<file path="config.mk">
export PLATFORM = sky130hd
export DESIGN_NAME = ahb_slave_fifo
export DESIGN_NICKNAME = d
export VERILOG_FILES = /design/src/rtl/ahb_slave_fifo.sv
export SDC_FILE = /design/constraint.sdc
export NUM_CORES = 1
export LEC_CHECK = 0
export CAP_MARGIN = 20
export CORE_UTILIZATION = 45
export DETAILED_ROUTE_END_ITERATION = 6
export HOLD_SLACK_MARGIN = 0.06
export PLACE_DENSITY_LB_ADDON = 0.2
export SYNTH_ARGS = -nofsm -noshare
export SYNTH_HDL_FRONTEND = slang
export SYNTH_SLANG_ARGS = --single-unit
export TNS_END_PERCENT = 30
</file>
<file path="constraint.sdc">
create_clock -name hclk -period 3.3 [get_ports hclk]
set_input_delay 0.66 -clock hclk [delete_from_list [all_inputs] [get_ports hclk]]
set_output_delay 0.66 -clock hclk [all_outputs]
set_load 0.02 [all_outputs]
</file>
<file path="src/rtl/ahb_slave_fifo.sv">
// AHB slave front-end: region decode, two-cycle ERROR response,
// ordered request FIFO toward the APB side and read data return.
module ahb_slave_fifo #(
  parameter int ADDR_W = 32,
  parameter int DATA_W = 32,
  parameter int NUM_SEL = 3,
  parameter logic [ADDR_W-1:0] BASE_ADDR = 32'h8000_0000,
  parameter int REGION_SHIFT = 26,
  parameter int DEPTH = 4
) (
  input  logic              hclk,
  input  logic              hreset,
  input  logic              hwrite,
  input  logic              hready_in,
  input  logic [1:0]        htrans,
  input  logic [ADDR_W-1:0] haddr,
  input  logic [DATA_W-1:0] hwdata,
  output logic              hready_out,
  output logic [1:0]        hresp,
  output logic [DATA_W-1:0] hrdata,
  output logic              req_valid,
  input  logic              req_ready,
  output logic              req_write,
  output logic [ADDR_W-1:0] req_addr,
  output logic [DATA_W-1:0] req_wdata,
  output logic [NUM_SEL-1:0] req_sel,
  input  logic              rd_valid,
  input  logic [DATA_W-1:0] rd_data
);

  localparam int PW = (DEPTH > 1) ? $clog2(DEPTH) : 1;
  localparam int CW = PW + 1;
  localparam int EW = 1 + ADDR_W + DATA_W + NUM_SEL;
  localparam logic [ADDR_W:0] SPAN =
    (ADDR_W+1)'(NUM_SEL) << REGION_SHIFT;
  localparam logic [ADDR_W:0] LIMIT =
    {1'b0, BASE_ADDR} + SPAN;

  typedef enum logic [2:0] {
    S_IDLE,
    S_WDATA,
    S_RREQ,
    S_RWAIT,
    S_RDONE,
    S_ERR1,
    S_ERR2
  } state_e;

  state_e              state_q;
  state_e              acc_state;
  logic [ADDR_W-1:0]   addr_q;
  logic [NUM_SEL-1:0]  sel_q;
  logic [DATA_W-1:0]   hrdata_q;

  logic [EW-1:0]       mem_q [DEPTH];
  logic [PW-1:0]       wr_q;
  logic [PW-1:0]       rd_q;
  logic [CW-1:0]       cnt_q;

  logic                acc;
  logic                map_ok;
  logic [ADDR_W-1:0]   off;
  logic [ADDR_W-1:0]   idx;
  logic [NUM_SEL-1:0]  sel;
  logic                full;
  logic                push;
  logic                pop;
  logic                push_write;
  logic [DATA_W-1:0]   push_wdata;
  logic                unused_htrans0;

  assign unused_htrans0 = htrans[0];

  // Region decode of the current address phase
  always_comb begin
    map_ok = (haddr >= BASE_ADDR) &&
             ({1'b0, haddr} < LIMIT);
    off = haddr - BASE_ADDR;
    idx = off >> REGION_SHIFT;
    sel = '0;
    for (int i = 0; i < NUM_SEL; i++) begin
      if (map_ok && idx == ADDR_W'(i)) sel[i] = 1'b1;
    end
  end

  assign full = (cnt_q == CW'(DEPTH));
  assign req_valid = (cnt_q != '0);

  assign hready_out = (state_q == S_IDLE) ||
                      (state_q == S_RDONE) ||
                      (state_q == S_ERR2) ||
                      (state_q == S_WDATA && !full);

  assign hresp = (state_q == S_ERR1 || state_q == S_ERR2)
               ? 2'b01 : 2'b00;
  assign hrdata = hrdata_q;

  assign acc = hready_in & htrans[1] & hready_out;

  // Data-phase state entered by a newly accepted transfer
  always_comb begin
    acc_state = S_IDLE;
    if (acc) begin
      if (!map_ok)     acc_state = S_ERR1;
      else if (hwrite) acc_state = S_WDATA;
      else             acc_state = S_RREQ;
    end
  end

  // Full FIFO blocks the push even if the head pops this cycle
  assign push = (state_q == S_WDATA || state_q == S_RREQ) && !full;
  assign pop  = req_valid & req_ready;
  assign push_write = (state_q == S_WDATA);
  assign push_wdata = push_write ? hwdata : '0;

  // Transfer FSM: address capture, data phase, read return
  always_ff @(posedge hclk or posedge hreset) begin
    if (hreset) begin
      state_q  <= S_IDLE;
      addr_q   <= '0;
      sel_q    <= '0;
      hrdata_q <= '0;
    end else begin
      if (acc) begin
        addr_q <= haddr;
        sel_q  <= sel;
      end
      unique case (state_q)
        S_RREQ: begin
          if (!full) state_q <= S_RWAIT;
        end
        S_RWAIT: begin
          if (rd_valid) begin
            hrdata_q <= rd_data;
            state_q  <= S_RDONE;
          end
        end
        S_ERR1: state_q <= S_ERR2;
        default: begin
          if (hready_out) state_q <= acc_state;
        end
      endcase
    end
  end

  // Request storage, no reset needed: reads are gated by req_valid
  always_ff @(posedge hclk) begin
    if (push) begin
      mem_q[wr_q] <= {push_write, addr_q, push_wdata, sel_q};
    end
  end

  // FIFO pointers and occupancy
  always_ff @(posedge hclk or posedge hreset) begin
    if (hreset) begin
      wr_q  <= '0;
      rd_q  <= '0;
      cnt_q <= '0;
    end else begin
      if (push) wr_q <= wr_q + 1'b1;
      if (pop)  rd_q <= rd_q + 1'b1;
      unique case ({push, pop})
        2'b10:   cnt_q <= cnt_q + 1'b1;
        2'b01:   cnt_q <= cnt_q - 1'b1;
        default: cnt_q <= cnt_q;
      endcase
    end
  end

  assign {req_write, req_addr, req_wdata, req_sel} =
    req_valid ? mem_q[rd_q] : '0;

endmodule

</file>
==> results of run 1 <==
==> cell families (layout without fill, tap and decap cells) <==
group,count (synthesis),after routing,synth area share [%]
muxes,139,139,17.6
buffers and inverters,46,306,1.87
adders and majority gates,6,6,0.598
and+or+nand+nor,130,130,5.96
xor gates and xnor gates,7,7,0.444
DFF,349,349,73.1
AOI/OAI and AO/OA,9,9,0.398
other,1,1,0.0271
==> sequential cells by signal, indices dropped and copies added, names as in the netlist <==
register,flops
hrdata,32
wr_q,2
mem_q,272
state_q,3
cnt_q,3
sel_q,3
addr_q,32
rd_q,2
==> worst paths after layout <==
check                                         endpoint  slack (ns)  cells after the start
worst max-delay path                      req_addr[25]        0.11                      4
worst min-delay path              cnt_q[2]$_DFFE_PP0P_        0.50                      1
worst max register to register    cnt_q[2]$_DFFE_PP0P_        0.97                      9
worst min register to register    cnt_q[2]$_DFFE_PP0P_        0.50                      1
max in group asynchronous       addr_q[22]$_DFFE_PP0P_        2.06                      3
min in group asynchronous       hrdata[10]$_DFFE_PP0P_        0.52                      2
==> final cells by class <==
type	count	area [um2]
Tap cell	390	488
Inverter	8	31.3
Sequential cell	349	10100
Fill cell	2294	12200
Multi-Input combinational cell	292	3480
Clock buffer	51	1030
Timing Repair Buffer	231	2440
Clock inverter	16	183
==> per-stage QoR <==
stage	power (mW)	instance area (um2)
finish	18.9	17800
CTS	19.2	17700
floorplan	11.7	13800
detailed placement	15.0	16500
global route	19.9	17800
global placement	14.9	16500
==> per-layer routing <==
| layer | part of all wire, % | global-route usage, % | wire [um] |
|---|---|---|---|
| met2 | 48 | 28.0 | 12600 |
| met4 | 1.5 | 3.99 | 384 |
| met3 | 7.5 | 5.46 | 2000 |
| met5 | 0.030 | 0 | 8 |
| met1 | 43 | 23.5 | 11400 |
==> repair_timing <==
item                                   4_1_cts  5_1_grt
setup endpoints to repair                   49        7
pin swaps                                    0        0
gates resized for setup                      0        7
setup buffers                                2        0
endpoints found under the hold margin        0        0
==> power by group through the flow <==
stage,combinational [mW],clock [mW],sequential (mW)
floorplan,4.36,0,7.38
global placement,7.61,0,7.29
detailed placement,7.63,0,7.37
CTS,7.73,4.20,7.26
global route,8.08,4.37,7.41
finish,7.54,4.10,7.24
==> layout by cell type, fill, tap and decap left out, types with 2 or more instances in the layout <==
cell type        netlist  layout
edfxtp_1             272     272
clkdlybuf4s50_1        0     198
and2_1               106     102
dfrtp_1               77      75
mux4_2                68      68
mux2_2                41      41
clkbuf_16              0      39
mux2_4                29      29
buf_12                 3      14
buf_4                  1      12
clkbuf_1              18      11
clkinv_2               0       8
inv_1                  8       7
dlymetal6s2s_1         0       7
a21oi_1                5       5
nand2_1                5       5
ha_1                   5       5
nor3b_1                5       4
xor2_1                 4       4
and2_4                 0       4
bufinv_16              0       4
xnor2_1                3       3
clkinv_1               0       3
nor2_1                 2       2
nor3b_2                1       2
dfrtp_4                0       2
==> flow_summary.json, run 1 <==
{
  "outcome": "finished clean",
  "powerDensity_nw_per_um2": 1060,
  "ant_nets": 0,
  "pin_count": 208,
  "hp-start": "cnt_q[2]$_DFFE_PP0P_",
  "htreeDepth": 2,
  "die_y_um": 177,
  "finalWorstSetupSlack_ns": 0.111,
  "drive_gt1_share_pct": 24.2,
  "clockRootBuffer": "clkbuf_16",
  "sw_frac_of_total_pct": 31.0,
  "synth.distinct_cells": 38,
  "skew_ns": 0.00560,
  "antenna_found_initial": 1,
  "synth_area_um2": 13800,
  "grt.total_usage_pct": 17.5,
  "cpMaxStageDelayCell": "clkdlybuf4s50_1",
  "ys_top_cells_by_count": "edfxtp_1 (272), and2_1 (106), dfrtp_1 (77)",
  "cts_buffer_depth": 3,
  "final_nets": 1029,
  "grt_pass1_vias": 7320,
  "instances_no_fill": 1337,
  "die_area_um2": 31400,
  "finalMaxSlewViolations": 0,
  "syn_inst": 687,
  "ys_ff_latch": 349,
  "route.vias.total": 6833,
  "synthTopCellsByArea": "edfxtp_1 (59%), dfrtp_1 (14%), mux4_2 (11%), and2_1 (4.8%), mux2_2 (3.3%)",
  "worstPathMaxFanout": 21,
  "timing.slew.headroom_pct": 57.8,
  "endpoint_kind": "output pin",
  "slowest_delay_ns": 0.57,
  "cap_viol_max_count": 0,
  "io_buffers": 205,
  "leakage_nw": 6.38,
  "ys_async_sr_fraction_pct": 22.1,
  "synth_edf_count": 272,
  "crit_chain": "buf_12 > mux4_2 > and2_1 > clkdlybuf4s50_1",
  "yosys.area.top_type": "edfxtp_1",
  "viasPerCell": 5.11,
  "syn_nets": 797,
  "dr.pass1.iters": 4,
  "setup-tns-final_ns": 0,
  "intPower_mw": 13.0,
  "synth_flop_cell": "edfxtp_1",
  "synth_top_area_share_pct": 59.1,
  "dp.cells": 1268,
  "setup_viol": 0,
  "cts.sinks": 349,
  "max_freq_mhz": 314,
  "worstSetupStartpointType": "flip-flop",
  "insertedDiodeCount": 0,
  "arrival_ns": 2.53,
  "cts_tree": "done",
  "min_period_ns": 3.19,
  "utilization_pct": 59.3,
  "hpwl_um": 15800,
  "peakVddDrop_mv": 0.645,
  "cp_top_family": "buffers and inverters",
  "p_sw_mw": 5.86,
  "place.gp.congestion": 0.670,
  "drc": 0,
  "path_class": "flip-flop to output pin",
  "worst-path-buf-inv": 2,
  "drt-initial-drc-count": 408,
  "synthToLayoutAreaGrowth_pct": 28.5,
  "wl_per_cell_um": 19.8,
  "combPwrFrac_pct": 39.9,
  "holdBufCountCts": 0,
  "dp_slack_ns": 0.466,
  "totalWireLength_um": 26400,
  "p_clk_share_pct": 21.7,
  "fin_crit_sh_pct": 96.6,
  "grt_max_degree": 72,
  "synth_most_common_cell": "edfxtp_1",
  "hp-class": "flip-flop to flip-flop",
  "core-area_um2": 30000,
  "startpoint": "rd_q[0]$_DFFE_PP0P_",
  "rsz0062_at_grt": "false",
  "avgSynthCellArea_um2": 20.1,
  "synth_seq_area_share_pct": 73.1,
  "grt.overflow.total": 0,
  "whs_ns": 0.495,
  "clkTransAtPathRegs_ns": 0.06,
  "power_frac_seq_pct": 38.3,
  "yosysWarnings": 0,
  "core.rowCount": 63,
  "hold_viol": 0,
  "cp.required_ns": 2.64,
  "worst_pin_slew_ns": 0.624,
  "die_width_um": 177,
  "regToRegStartpoint": "cnt_q[0]$_DFFE_PP0P_",
  "cts_buffers": 37,
  "grt_pass1_wl_um": 41500,
  "start_util_pct": 46.1,
  "clock_latency_ns": 0.51
}
Power figures use the tool's default switching activity.
==> inputs of run 2 (changes only) <==
--- a/config.mk
+++ b/config.mk
@@ -9,6 +9,7 @@
 export CORE_UTILIZATION = 45
 export DETAILED_ROUTE_END_ITERATION = 6
 export HOLD_SLACK_MARGIN = 0.06
+export MAX_ROUTING_LAYER = met4
 export PLACE_DENSITY_LB_ADDON = 0.2
 export SYNTH_ARGS = -nofsm -noshare
 export SYNTH_HDL_FRONTEND = slang
==> run 2 against run 1 <==
Combinational power barely moved; maximum frequency rose by 0.11%; first-iteration DRC count rose by 12%; worst hold slack barely moved; total power barely moved; utilization barely moved; sequential power barely moved; count of clock-buffer cells in the layout did not move; largest power group unchanged; highest routed layer is now met4.
==> flow_summary.json, run 2 (synthesis results as in run 1) <==
{
  "die_area_um2": 31400,
  "cp_top_family": "buffers and inverters",
  "cts.sinks": 349,
  "setup-tns-final_ns": 0,
  "endpoint_kind": "output pin",
  "cap_viol_max_count": 0,
  "r2r_end": "cnt_q[2]$_DFFE_PP0P_",
  "worst_pin_slew_ns": 0.614,
  "worstSetupStartpointType": "flip-flop",
  "synthToLayoutAreaGrowth_pct": 28.5,
  "htreeDepth": 2,
  "sw_frac_of_total_pct": 31.0,
  "clockRootBuffer": "clkbuf_16",
  "drt-initial-drc-count": 455,
  "rrSetupSlack_ns": 0.97,
  "drc": 0,
  "dp.cells": 1268,
  "worstPathMaxFanout": 21,
  "grt_pass1_wl_um": 41300,
  "grt.total_usage_pct": 18.1,
  "grt_max_degree": 72,
  "hold_depth": 1,
  "ant_nets": 0,
  "outcome": "finished clean",
  "pin_count": 208,
  "worst-path-buf-inv": 2,
  "instances_no_fill": 1338,
  "die_width_um": 177,
  "hp-class": "flip-flop to flip-flop",
  "totalWireLength_um": 26400,
  "peakVddDrop_mv": 0.646,
  "timing.slew.headroom_pct": 58.5,
  "core-area_um2": 30000,
  "layout_commonest_cell": "edfxtp_1",
  "grt_pass1_vias": 7344,
  "io_buffers": 205,
  "cp.required_ns": 2.64,
  "hold_end": "cnt_q[2]$_DFFE_PP0P_",
  "hold_viol": 0,
  "intPower_mw": 13.0,
  "power_frac_seq_pct": 38.3,
  "largest_reg_flops": 272,
  "cts_buffers": 37,
  "finalMaxSlewViolations": 0,
  "viasPerCell": 5.10,
  "rsz0062_at_grt": "false",
  "hp-start": "cnt_q[2]$_DFFE_PP0P_",
  "layout_common_cells": "edfxtp_1 (272), clkdlybuf4s50_1 (198), and2_1 (102), dfrtp_1 (75), mux4_2 (68)",
  "route.vias.total": 6825,
  "regToRegStartpoint": "cnt_q[0]$_DFFE_PP0P_",
  "final_nets": 1029,
  "path_class": "flip-flop to output pin",
  "max_freq_mhz": 314,
  "skew_ns": 0.00608,
  "wl_per_cell_um": 19.8,
  "min_period_ns": 3.19,
  "clkTransAtPathRegs_ns": 0.06,
  "setup_viol": 0,
  "p_clk_share_pct": 21.7,
  "start_util_pct": 46.1,
  "fin_crit_sh_pct": 96.5,
  "slowest_delay_ns": 0.54,
  "regMostFlops": "mem_q",
  "holdBufCountCts": 0,
  "core.rowCount": 63,
  "die_y_um": 177,
  "hpwl_um": 15800,
  "cts_buffer_depth": 3,
  "combPwrFrac_pct": 39.9,
  "grt.overflow.total": 0,
  "dr.pass1.iters": 4,
  "fill_cells": 2293,
  "antenna_found_initial": 1,
  "leakage_nw": 6.38,
  "drive_gt1_share_pct": 24.2,
  "reg2regPathDepth": 9,
  "clock_latency_ns": 0.51,
  "powerDensity_nw_per_um2": 1060,
  "arrival_ns": 2.53,
  "cpMaxStageDelayCell": "clkdlybuf4s50_1",
  "cts_tree": "done",
  "place.gp.congestion": 0.676,
  "crit_chain": "buf_12 > mux4_2 > and2_1 > clkdlybuf4s50_1",
  "p_sw_mw": 5.86
}
run 2: cell count changes in the layout (fill, tap and decap cells not counted), sizes merged:
cell	change
diode	+1
run 2: worst register-to-register path, delay by kind of cell, from the launching register on:
kind | cells | cell delay [ns]
and+or+nand+nor | 3 | 0.84
buffers and inverters | 2 | 0.30
xor gates and xnor gates | 2 | 0.28
DFF | 1 | 0.42
adders and majority gates | 2 | 0.39
run 2: timing repair:
action                                  4_1_cts  5_1_grt
setup buffers                                 2        0
endpoints found under the hold margin         0        0
endpoints found under the setup margin       49        7
resized for setup                             0        7
run 2: area by class of cell:
class	count	area (um2)	area share (%)
clock inverters	16	183	1.03
multi-input cells	292	3480	19.6
repair buffers	231	2440	13.7
well taps	390	488	2.75
flip-flops and latches	349	10100	56.9
clock buffers	51	1030	5.81
inverters	8	31.3	0.176
diodes	1	2.50	0.0141
run 2: worst max-delay path by stage:
| stage | startpoint | to | slack [ns] | cells past startpoint |
|---|---|---|---|---|
| final | rd_q[0]$_DFFE_PP0P_ | req_addr[20] | 0.11 | 4 |
| after global placement | rd_q[0]$_DFFE_PP0P_ | req_addr[30] | 0.46 | 4 |
| after CTS | rd_q[0]$_DFFE_PP0P_ | req_addr[28] | 0.04 | 4 |
| after global routing | rd_q[0]$_DFFE_PP0P_ | req_addr[25] | 0.002 | 4 |
| after detailed placement | rd_q[0]$_DFFE_PP0P_ | req_addr[30] | 0.47 | 4 |
| after floorplan | state_q[1]$_DFFE_PP0P_ | mem_q[2][0]$_DFFE_PP_ | 0.24 | 4 |
run 2: routing by layer:
layer | global-route usage [%] | share of wire, % | up-vias
li1 | - | - | 3121
met1 | 23.9 | 44 | 3476
met2 | 28.0 | 48 | 201
met3 | 4.92 | 7.1 | 27
met4 | 3.99 | 1.3 | 0
met5 | - | 0 | -
run 2: through the flow:
stage / worst slack (ns) / hold WS [ns] / total power [mW] / area, um2 / util [%]
after floorplan: 0.238 / 0.468 / 11.7 / 13800 / -
after global placement: 0.457 / 0.487 / 14.9 / 16500 / 55.1
after detailed placement: 0.466 / 0.487 / 15.0 / 16500 / 55.1
after CTS: 0.0376 / 0.499 / 19.2 / 17700 / 59.2
after global routing: 0.00233 / 0.520 / 19.9 / 17800 / 59.3
final: 0.115 / 0.496 / 18.9 / 17800 / 59.3
run 2: power groups by stage:
| stage | Sequential, mW | Combinational [mW] | Clock, mW |
|---|---|---|---|
| 5_1_grt | 7.41 | 8.08 | 4.37 |
| 2_1_floorplan | 7.38 | 4.36 | 0 |
| 4_1_cts | 7.26 | 7.73 | 4.20 |
| 3_5_place_dp | 7.37 | 7.63 | 0 |
| 3_3_place_gp | 7.29 | 7.61 | 0 |
| 6_report | 7.24 | 7.54 | 4.10 |
